File: config.mk
export PLATFORM = sky130hd
export DESIGN_NAME = text_fetch_ctrl
export DESIGN_NICKNAME = d
export VERILOG_FILES = /design/src/rtl/text_fetch_ctrl.sv
export SDC_FILE = /design/constraint.sdc
export NUM_CORES = 1
export LEC_CHECK = 0
export CAP_MARGIN = 25
export CORE_MARGIN = 8
export CORE_UTILIZATION = 41
export CTS_CLUSTER_DIAMETER = 100
export DETAILED_ROUTE_END_ITERATION = 10
export GPL_TIMING_DRIVEN = 0
export PLACE_DENSITY = 0.73
export SLEW_MARGIN = 20
export SYNTH_ARGS = -nofsm -noshare
export SYNTH_HDL_FRONTEND = slang
export SYNTH_SLANG_ARGS = --single-unit
export TNS_END_PERCENT = 10
File: constraint.sdc
create_clock -name CLK -period 2.9 [get_ports CLK]
set_clock_uncertainty 0.2 [all_clocks]
set_input_delay 0.435 -clock CLK [delete_from_list [all_inputs] [get_ports CLK]]
set_output_delay 0.435 -clock CLK [all_outputs]
set_load 0.1 [all_outputs]
File: src/rtl/text_fetch_ctrl.sv
// Text-mode fetch sequencer: text RAM -> font ROM -> pixel shifter, one cell ahead of display.
// Latency: pixel for HCOUNT=x appears on PIXEL_OUT while HCOUNT=x+1; no backpressure (free-running).
// Optional underline cursor enabled by defining CURSOR_EN.
`timescale 1ns/1ps
module text_fetch_ctrl #(
  parameter int H_ACTIVE = 640,
  parameter int H_TOTAL  = 800,
  parameter int V_ACTIVE = 480,
  parameter int V_TOTAL  = 525,
  parameter int CELL_W   = 10,
  parameter int COLS     = 64,
  parameter int ADDR_W   = 11
) (
  input  logic              CLK,
  input  logic              RESET,
  input  logic [9:0]        HCOUNT,
  input  logic [9:0]        VCOUNT,
  output logic [ADDR_W-1:0] TXT_ADDR,
  input  logic [7:0]        TXT_DATA,
  output logic [7:0]        CHAR_OUT,
  output logic [3:0]        ROW_OUT,
  input  logic [CELL_W-1:0] FONT_DATA,
  output logic              PIXEL_OUT,
`ifdef CURSOR_EN
  input  logic [5:0]        CUR_COL,
  input  logic [4:0]        CUR_ROW,
`endif
  output logic              ACTIVE_OUT
);

  localparam int PW = $clog2(CELL_W);
  localparam int CW = $clog2(COLS);
  localparam logic [9:0]        H_ACT_L  = 10'(H_ACTIVE);
  localparam logic [9:0]        H_START  = 10'(H_TOTAL - CELL_W);
  localparam logic [9:0]        V_ACT_L  = 10'(V_ACTIVE);
  localparam logic [9:0]        V_LAST_L = 10'(V_TOTAL - 1);
  localparam logic [PW-1:0]     P_LAST   = PW'(CELL_W - 1);
  localparam logic [CW-1:0]     LAST_COL = CW'(COLS - 1);
  localparam logic [ADDR_W-1:0] COLS_L   = ADDR_W'(COLS);

  typedef enum logic [1:0] {IDLE, PREFETCH, RUN, DRAIN} state_t;

  state_t            state, state_n;
  logic [PW-1:0]     p_q, p_n;
  logic [CW-1:0]     col, col_n;
  logic [ADDR_W-1:0] addr_n;
  logic [7:0]        char_n;
  logic [3:0]        row_n;
  logic [CELL_W-1:0] row_buf, row_buf_n;
  logic [CELL_W-1:0] shreg, shreg_n;
  logic [9:0]        tl;
  logic              hstart, tl_ok, fetching, act, pix_n;

  function automatic logic [ADDR_W-1:0] addr_of(input logic [5:0] trow, input logic [CW-1:0] c);
    return ADDR_W'(trow) * COLS_L + ADDR_W'(c);
  endfunction

  // Past the visible region the fetch works on the following line.
  always_comb begin
    tl = VCOUNT;
    if (HCOUNT >= H_ACT_L)
      tl = (VCOUNT == V_LAST_L) ? 10'd0 : VCOUNT + 10'd1;
  end

  assign hstart   = (HCOUNT == H_START);
  assign tl_ok    = (tl < V_ACT_L);
  assign fetching = (state == PREFETCH) || (state == RUN);
  assign act      = (HCOUNT < H_ACT_L) && (VCOUNT < V_ACT_L);

  always_comb begin
    state_n   = state;
    p_n       = p_q;
    col_n     = col;
    addr_n    = TXT_ADDR;
    char_n    = CHAR_OUT;
    row_n     = ROW_OUT;
    row_buf_n = row_buf;
    shreg_n   = shreg << 1;
    if (hstart) begin
      col_n = '0;
      if (tl_ok) begin
        state_n = PREFETCH;
        p_n     = PW'(1);
        addr_n  = addr_of(tl[9:4], '0);
      end else begin
        state_n = IDLE;
        p_n     = '0;
      end
    end else begin
      if (state == IDLE) p_n = '0;
      else               p_n = (p_q == P_LAST) ? '0 : p_q + 1'b1;
      if (fetching) begin
        if (state == RUN && p_q == '0) begin
          col_n  = col + 1'b1;
          addr_n = addr_of(tl[9:4], col + 1'b1);
        end
        if (p_q == PW'(2)) begin
          char_n = TXT_DATA;
          row_n  = tl[3:0];
        end
        if (p_q == PW'(3)) row_buf_n = FONT_DATA;
        // Cell boundary: hand the fetched row to the shifter.
        if (p_q == P_LAST) begin
          shreg_n = row_buf;
          state_n = (state == RUN && col == LAST_COL) ? DRAIN : RUN;
        end
      end else if (state == DRAIN && HCOUNT == H_ACT_L) begin
        state_n = IDLE;
      end
    end
  end

`ifdef CURSOR_EN
  logic [4:0]    frame_cnt;
  logic [CW-1:0] disp_col;
  logic          cur_hit;

  assign cur_hit = frame_cnt[4] && (state == RUN || state == DRAIN) &&
                   (disp_col == CW'(CUR_COL)) && (VCOUNT[9:4] == {1'b0, CUR_ROW}) &&
                   (VCOUNT[3:1] == 3'b111);

  always_ff @(posedge CLK) begin
    if (!RESET) begin
      frame_cnt <= '0;
      disp_col  <= '0;
    end else begin
      if (VCOUNT == V_ACT_L && HCOUNT == 10'd0) frame_cnt <= frame_cnt + 1'b1;
      // Tracks the column currently in the shifter.
      if (!hstart && fetching && p_q == P_LAST)
        disp_col <= (state == PREFETCH) ? '0 : disp_col + 1'b1;
    end
  end
`endif

  always_comb begin
    pix_n = act & shreg[CELL_W-1];
`ifdef CURSOR_EN
    if (act && cur_hit) pix_n = 1'b1;
`endif
  end

  always_ff @(posedge CLK) begin
    if (!RESET) begin
      state      <= IDLE;
      p_q        <= '0;
      col        <= '0;
      TXT_ADDR   <= '0;
      CHAR_OUT   <= 8'h20;
      ROW_OUT    <= '0;
      row_buf    <= '0;
      shreg      <= '0;
      PIXEL_OUT  <= 1'b0;
      ACTIVE_OUT <= 1'b0;
    end else begin
      state      <= state_n;
      p_q        <= p_n;
      col        <= col_n;
      TXT_ADDR   <= addr_n;
      CHAR_OUT   <= char_n;
      ROW_OUT    <= row_n;
      row_buf    <= row_buf_n;
      shreg      <= shreg_n;
      PIXEL_OUT  <= pix_n;
      ACTIVE_OUT <= act;
    end
  end

endmodule

; Word level (Yosys, flattened, before mapping)
; Cells that the tools add are included.
[word_totals]
regBits = 57
wordCells = 72
in_bits = 40
[op_classes]
magnitude_cmp = 4
mux = 19
addsub = 4
bitwise_logic = 5
reduce_logical = 17
n_eq_ne = 12
[op_table]
columns = op, count
row1 = $mux 10, 5
row2 = $mux 11, 4
row3 = $eq 10x10->1 const B, 3
row4 = $lt 10x9->1 const B, 2
row5 = $mux 4, 3
row6 = $add 11x6->11, 1
row7 = $add 10x1->10 const B, 1
row8 = $ge 10x10->1 const B, 1
row9 = $lt 10x10->1 const B, 1
row10 = $reduce_and 3->1, 3
row11 = $eq 4x2->1 const B, 2
row12 = $mux 2, 4
row13 = $add 6x1->6 const B, 1
row14 = $eq 6x6->1 const B, 1
row15 = $add 4x1->4 const B, 1
row16 = $eq 2x2->1 const B, 2
row17 = $eq 4x4->1 const B, 1
row18 = $logic_and 1x1->1, 4
row19 = $logic_not 4->1, 1
row20 = $not 1->1, 4
row21 = $reduce_and 2->1, 2
row22 = $reduce_bool 2->1, 2
row23 = $reduce_or 4->1, 1
row24 = $mux 1, 3
row25 = other kinds (8), 8

; Logic depth before layout (Yosys ltp)
; Gate-level depths: netlist of the first run.
[logic_depth]
word_depth = 7
depth_mapped = 8
depth_no_buf = 7

; Least setup slack after synthesis of the first run
; Ideal clock, no wire load.
[synth_timing]
kind = input -> register
start = input port VCOUNT[0]
end = register TXT_ADDR[7]
slack_ns = 0.307
setup_time_ns = 0.124
path_stages = 8
arrival_time_ns = 2.269
path_cell_list = clkbuf_1 -> inv_1 -> ha_1 -> or4b_1 -> or3_1 -> a311oi_2 -> o21ai_0 -> o311a_2
[synth_via]
elab_chain_cells = 7
word_cells_on_any_way = 12
classes_between = add/sub: 2 / order compare: 1 / eq/ne: 2 / mux: 6 / reduce/logical: 1
[synth_lines]
columns = item, line
row1 = "start, declared", 17  ; input logic [9:0] VCOUNT,
row2 = $add 10x1->10 or $eq 10x10->1 (tied branches), 62  ; tl = (VCOUNT == V_LAST_L) ? 10'd0 : VCOUNT + 10'd1;
row3 = $mux 10, 62
row4 = $mux 10 (*), 61  ; if (HCOUNT >= H_ACT_L)
row5 = $add 11x6->11, 55  ; return ADDR_W'(trow) * COLS_L + ADDR_W'(c);
row6 = $mux 11, 93  ; if (state == RUN && p_q == '0) begin
row7 = $mux 11, 92  ; if (fetching) begin
row8 = $mux 11, 79  ; if (hstart) begin
row9 = "end signal, assigned", 158  ; TXT_ADDR <= addr_n;
row10 = "end, declared", 18  ; output logic [ADDR_W-1:0] TXT_ADDR,
; Mark *: on every way between the ends. The rest lies on a longest branch, timed or not. The select of a mux whose other input is x is not followed.
; A chain may end at the register's enable or synchronous reset.

; Worst setup path after layout of the first run
; Ends and elaborated chain as after synthesis.

==> results of run 1 <==
==> flip-flops by register name, indices dropped and copies added (netlist names), 2 cells and up <==
| name | count |
|---|---|
| col | 6 |
| state | 2 |
| p_q | 4 |
| shreg | 10 |
| CHAR_OUT | 8 |
| TXT_ADDR | 11 |
| row_buf | 10 |
| ROW_OUT | 4 |
==> critical path, cell delays in order <==
cell	delay [ns]
clkdlybuf4s50_1	0.42
buf_2	0.18
inv_1	0.07
ha_1	0.16
or4b_1	0.42
or3_4	0.36
a311o_2	0.43
a21oi_4	0.23
o311a_2	0.18
==> layout by cell type (no fill, tap or decap), drive strengths merged, types with 5 or more instances in the layout <==
cell | Yosys | routed
clkdlybuf4s50 | 1 | 60
dfxtp | 57 | 57
nand2 | 38 | 38
nor2 | 36 | 36
mux2i | 20 | 20
clkbuf | 8 | 19
nand3 | 14 | 14
a21oi | 12 | 12
o21ai | 10 | 10
ha | 10 | 10
nand4 | 10 | 10
xor2 | 10 | 10
nor3 | 9 | 9
buf | 7 | 9
inv | 8 | 8
or3 | 7 | 7
xnor2 | 6 | 6
a31oi | 5 | 5
==> power groups by stage <==
stage | combinational, W | clock [W] | sequential (W)
2_1_floorplan | 0.0000531 | 0 | 0.000807
3_3_place_gp | 0.000130 | 0 | 0.000801
3_5_place_dp | 0.000132 | 0 | 0.000801
4_1_cts | 0.000133 | 0.000787 | 0.000784
5_1_grt | 0.000145 | 0.000832 | 0.000783
6_report | 0.000135 | 0.000766 | 0.000784
==> metal layers <==
layer	global-route usage	vias to the layer above	wire, um
li1	-	1308	-
met4	0.0594	0	142
met5	0	-	0
met3	0.0734	14	736
met2	0.234	104	3370
met1	0.185	1237	3150
==> through the flow <==
| step | setup TNS [ns] | cells | total power [W] | setup WS [ns] |
|---|---|---|---|---|
| 3_5_place_dp | -5.33 | 479 | 0.000933 | -0.463 |
| 3_3_place_gp | -4.65 | 479 | 0.000932 | -0.425 |
| 2_1_floorplan | 0 | 323 | 0.000860 | 0.307 |
| 6_report | 0 | 496 | 0.00168 | 0.0994 |
| 4_1_cts | 0 | 495 | 0.00170 | 0.0144 |
| 5_1_grt | 0 | 496 | 0.00176 | 0.00416 |
==> kinds of logic after synthesis <==
| kind of cell | after synthesis | share of synthesized area |
|---|---|---|
| buffers and inverters | 27 | 0.0534 |
| muxes | 20 | 0.0694 |
| xor gates and xnor gates | 16 | 0.0486 |
| adders and majority gates | 10 | 0.0434 |
| and+or+nand+nor | 138 | 0.243 |
| DFF | 57 | 0.396 |
| AOI/OAI and AO/OA | 55 | 0.147 |
==> final cells by class <==
class	instances	area [sq um]	area share
plain buffers	19	125	0.0324
well taps	96	120	0.0311
inverters	8	30.0	0.00778
clock buffers	12	155	0.0402
clock inverters	4	51.3	0.0133
multi-input cells	239	1620	0.421
repair buffers	61	611	0.158
flip-flops and latches	57	1140	0.296
==> synth_stat cells (2+ instances only) <==
master,n,share of area
dfxtp_1,57,0.40
nand2_1,38,0.049
nor2_1,36,0.047
mux2i_1,20,0.069
nand3_1,14,0.024
a21oi_1,11,0.019
ha_1,10,0.043
o21ai_0,10,0.017
xor2_1,10,0.030
nand4_1,9,0.020
nor3_1,9,0.016
clkbuf_1,8,0.010
inv_1,8,0.010
or3_1,6,0.013
xnor2_1,6,0.018
a31oi_1,5,0.011
and3_1,4,0.0087
o311ai_1,4,0.012
buf_6,3,0.012
nand4b_1,3,0.0091
o211ai_1,3,0.0078
a32oi_1,2,0.0061
and2_1,2,0.0043
and2b_2,2,0.0061
buf_1,2,0.0026
buf_2,2,0.0035
nor4_1,2,0.0043
o2111ai_1,2,0.0061
o21a_1,2,0.0052
o311a_2,2,0.0078
o31ai_1,2,0.0052
==> repair_timing <==
item	CTS	global route
gates cloned	0	0
pin swaps	0	2
resized for setup	1	8
setup buffers	0	1
endpoints found under the setup margin	10	17
==> final timing paths <==
kind | end | depth (start not counted) | slack (ns)
worst max-delay path | TXT_ADDR[7] | 9 | 0.1
worst min-delay path | ROW_OUT[2] | 3 | 0.21
worst max register to register | TXT_ADDR[9] | 8 | 0.34
worst min register to register | PIXEL_OUT | 1 | 0.24
==> metrics, run 1 <==
status finished, final reports clean; antenna viol nets, final 0; CTS tree yes; DR iter-0 viols 235; combinational share of power 0.080; Yosys reg bits 57; CTS Buffer Depth 2; root buf cell clkbuf_8; initial core utilization 0.424; HPWL reported at the end of detailed placement 5470 um; gpl congestion 0.864; Area growth, synth to finish 33.8%; # Max-Cap Violations 0; final slew viol count 0; crit path from VCOUNT[0]; Worst Path Max Fanout 8; Num CTS Buffers 9; dpl cell area roughly 0.0036 sq mm; Post-CTS Hold Buffers 0; Post-synth EDFFs 0; Initial DRT Pass Iterations 5; Net Sw Frac 0.232; first-pass GRT wire length about 13000 um; Die ar. 0.00997 sq mm; Layout fillers 620; RSZ-0062 raised after global routing false; routed length per instance 14.9 um; Yosys cell types 60; core area 0.00679 sq mm; Vias/cell about 5.4; Die X 99.9 um; Synth Flop Type dfxtp_1; worst slew pin tran 1.01 ns; Critical Path RT around 3 ns; fin util 0.568; Reg2Reg Launch Point state[1]; CTS sink count 57; Row Count 30; post-layout instance area 0.00386 sq mm; kind of critical path input port to flop; final hold slack ~0.21 ns; layout net count 445; Int Pwr 0.00129 W; Syn Area/Cell 8.93 sq um; worst-case vdd ir drop 0.439 mV; sw power 0.000391 W; final setup fails 0; Rel. slew slack 0.328; Worst Hold Launch VCOUNT[2]; fmax 357 MHz; largest net degree at the start of global routing 11; clk slew on worst S/H paths 0.06 ns; initial antenna violation count 0; via total after detailed routing 2663; clock network power share 0.455; sequential fraction of the synthesis area 0.396; Synthesized Nets around 370; DRT Wirelength 7400 um; via count of the first global-routing pass roughly 2.6k; crit end category flop; Mapped Cells 323; Flop pwr share 0.465; Pleak 1.48 nW; port buffer count 60; Hold WC Path Type input port to flop; Syn Std Cell Area 0.00288 sq mm; post-layout min period 2.80 ns; Post-route DRC 0; total track usage 0.155; period utilization 0.966; Worst-Skew Late Latency 0.34 ns; Async S/R FF share, synth 0; share of cells above drive strength 1 0.103; Die Ht 99.9 um; Antenna diodes 0; Clock H-tree levels 3; yosys warns 0; crit path DAT 2.89 ns; crit path launch type input port; Ports 65; P per Cell Area approximately 440 mW/mm^2; grt total ovfl 0; final-report hold violation count 0
Power figures use the tool's default switching activity.
==> run 2, diff against run 1 <==
REMOVE_ABC_BUFFERS = 1   (was not set)
==> run 2 against run 1 <==
Against the previous run: non-clock buffer count is 12 lower; clock-buffer cell count is 2 lower; routed wire length is 3.4% lower; sequential share of layout area is 0.51 points higher; largest power group unchanged; global-route usage is 1.2 points lower; first-iteration DRC count is 46% lower; core utilization is 0.96 points lower; sequential power hardly changed.
==> metrics, run 2 (synthesized netlist as in run 1, its figures left out) <==
status finished, final reports clean; clk slew on worst S/H paths 0.07 ns; Die ar. roughly 0.010 sq mm; Rel. slew slack 0.322; first-pass GRT wire length 11700 um; Largest register FFs 11; Critical Path RT around 3 ns; CTS Buffer Depth 2; largest net degree at the start of global routing 31; critical path endpoint TXT_ADDR[4]; Num CTS Buffers 9; Top reg by flops TXT_ADDR; DRT Wirelength around 7200 um; Row Count 30; crit path launch type input port; # Max-Cap Violations 0; Vias/cell 5.30; port buffer count 64; P per Cell Area around 430 mW/mm^2; gpl congestion slightly below 0.9; final-report hold violation count 0; crit path cell chain clkdlybuf4s50_1 -> nor3_1 -> nand4_2 -> and2_2 -> or3_1 -> o311ai_1; Int Pwr about 0.0012 W; Final Power roughly 0.0016 W; routed length per instance 14.8 um; dpl cell area approximately 0.0035 sq mm; share of cells above drive strength 1 0.0928; placed cell count 466; commonest non-fill, non-tap cell in the layout clkdlybuf4s50_1; Non-Filler Instances slightly below 500; Initial DRT Pass Iterations 4; Setup WS pre-CTS -0.415 ns; biggest regs TXT_ADDR: 11 flops, row_buf: 10 flops, shreg: 10 flops; Die Ht between 90 and 100 um; worst slew pin tran 1.01 ns; Area growth, synth to finish 31.5%; CTS sink count 57; post-layout instance area 0.00379 sq mm; clock network power share 0.445; r2r endpoint TXT_ADDR[8]; grt total ovfl 0; via count of the first global-routing pass 2502; root buf cell clkbuf_8; post-layout min period around 2.7 ns; Crit-path slowest cell nand4_2; Die X between 90 and 100 um; Antenna diodes 0; fmax about 370 MHz; initial antenna violation count 0; Ports 65; Hold WC Path Type flop to flop; DR iter-0 viols about 130; period utilization 0.931; Post-CTS Hold Buffers 0; Worst Path Max Fanout 20; Clock H-tree levels 3; combinational share of power 0.078; final slew viol count 0; HPWL reported at the end of detailed placement 5060 um; RSZ-0062 raised after global routing false; Pleak 1.45 nW; Largest stage delay, worst path 0.52 ns; sw power 0.000397 W; crit end category flop; Worst-Skew Late Latency 0.34 ns; worst-case vdd ir drop 0.321 mV; crit path from HCOUNT[3]; kind of critical path input port to flop; Flop pwr share 0.476; Reg2Reg Launch Point state[1]; depth of the most critical reg-to-reg path 8; core area 0.00679 sq mm; via total after detailed routing 2566; crit path DAT 2.74 ns; CTS tree yes; antenna viol nets, final 0; total track usage 0.144; final setup fails 0; most frequent cells in the layout 62 x clkdlybuf4s50_1, 57 x dfxtp_1, 38 x nand2_1, 36 x nor2_1, 20 x mux2i_1; Post-route DRC 0; Net Sw Frac 0.242; layout net count between 400 and 500; final worst slack 0.202 ns; initial core utilization 0.424; register-to-register setup slack 0.23 ns
[run 2: cell types whose count changed in the layout (fill, tap and decap cells not counted), sizes merged]
cell           previous run  this run
clkbuf                   19        10
buf                       9         4
clkdlybuf4s50            60        62
clkdlybuf4s15             1         0
clkinvlp                  1         2
dlygate4sd1               1         0
inv                       8         9
[run 2: power groups by stage]
stage	registers (W)	logic, W	clock network (W)
after floorplan	0.000807	0.0000353	0
after global placement	0.000801	0.000125	0
after detailed placement	0.000801	0.000125	0
after CTS	0.000783	0.000126	0.000748
after global routing	0.000783	0.000140	0.000786
final	0.000783	0.000129	0.000732
[run 2: worst min-delay path by stage]
stage          slack, ns        end  startpoint  cells after the start
3_5_place_dp        0.24  PIXEL_OUT    shreg[9]                      1
2_1_floorplan       0.21  PIXEL_OUT    shreg[9]                      1
3_3_place_gp        0.21  PIXEL_OUT    shreg[9]                      1
6_report            0.24  PIXEL_OUT    shreg[9]                      1
5_1_grt             0.26  PIXEL_OUT    shreg[9]                      1
4_1_cts             0.24  PIXEL_OUT    shreg[9]                      1
[run 2: per-layer routing]
| metal | global-route usage | up-vias | part of all wire |
|---|---|---|---|
| met2 | 0.216 | 77 | 0.44 |
| li1 | - | 1282 | - |
| met1 | 0.172 | 1194 | 0.44 |
| met3 | 0.0699 | 13 | 0.10 |
| met5 | 0 | - | 0 |
| met4 | 0.0524 | 0 | 0.014 |
[run 2: what timing repair did]
action                     4_1_cts  5_1_grt
setup endpoints to repair       10       20
resized for setup                1        5
setup buffers                    0        1
pin swaps                        1        1
[run 2: critical path: cells and delay by family]
family,cells,cell delay (ns)
compound gates,1,0.09
buf+inv,1,0.41
simple gates,4,1.81
[run 2: layout make-up]
cell class / count / area, sq um
clock buffers: 10 / 128
clock inverters: 6 / 67.6
fillers: 625 / 3000
inverters: 8 / 30.0
multi-input cells: 239 / 1620
flip-flops and latches: 57 / 1140
well taps: 96 / 120
repair buffers: 68 / 683
[run 2: stage by stage]
step,hold WS [ns],TNS (ns),util
floorplan,0.206,-2.03,-
global placement,0.215,-18.42,0.518
detailed placement,0.237,-7.26,0.521
CTS,0.240,0,0.552
global route,0.263,0,0.558
finish,0.241,0,0.558
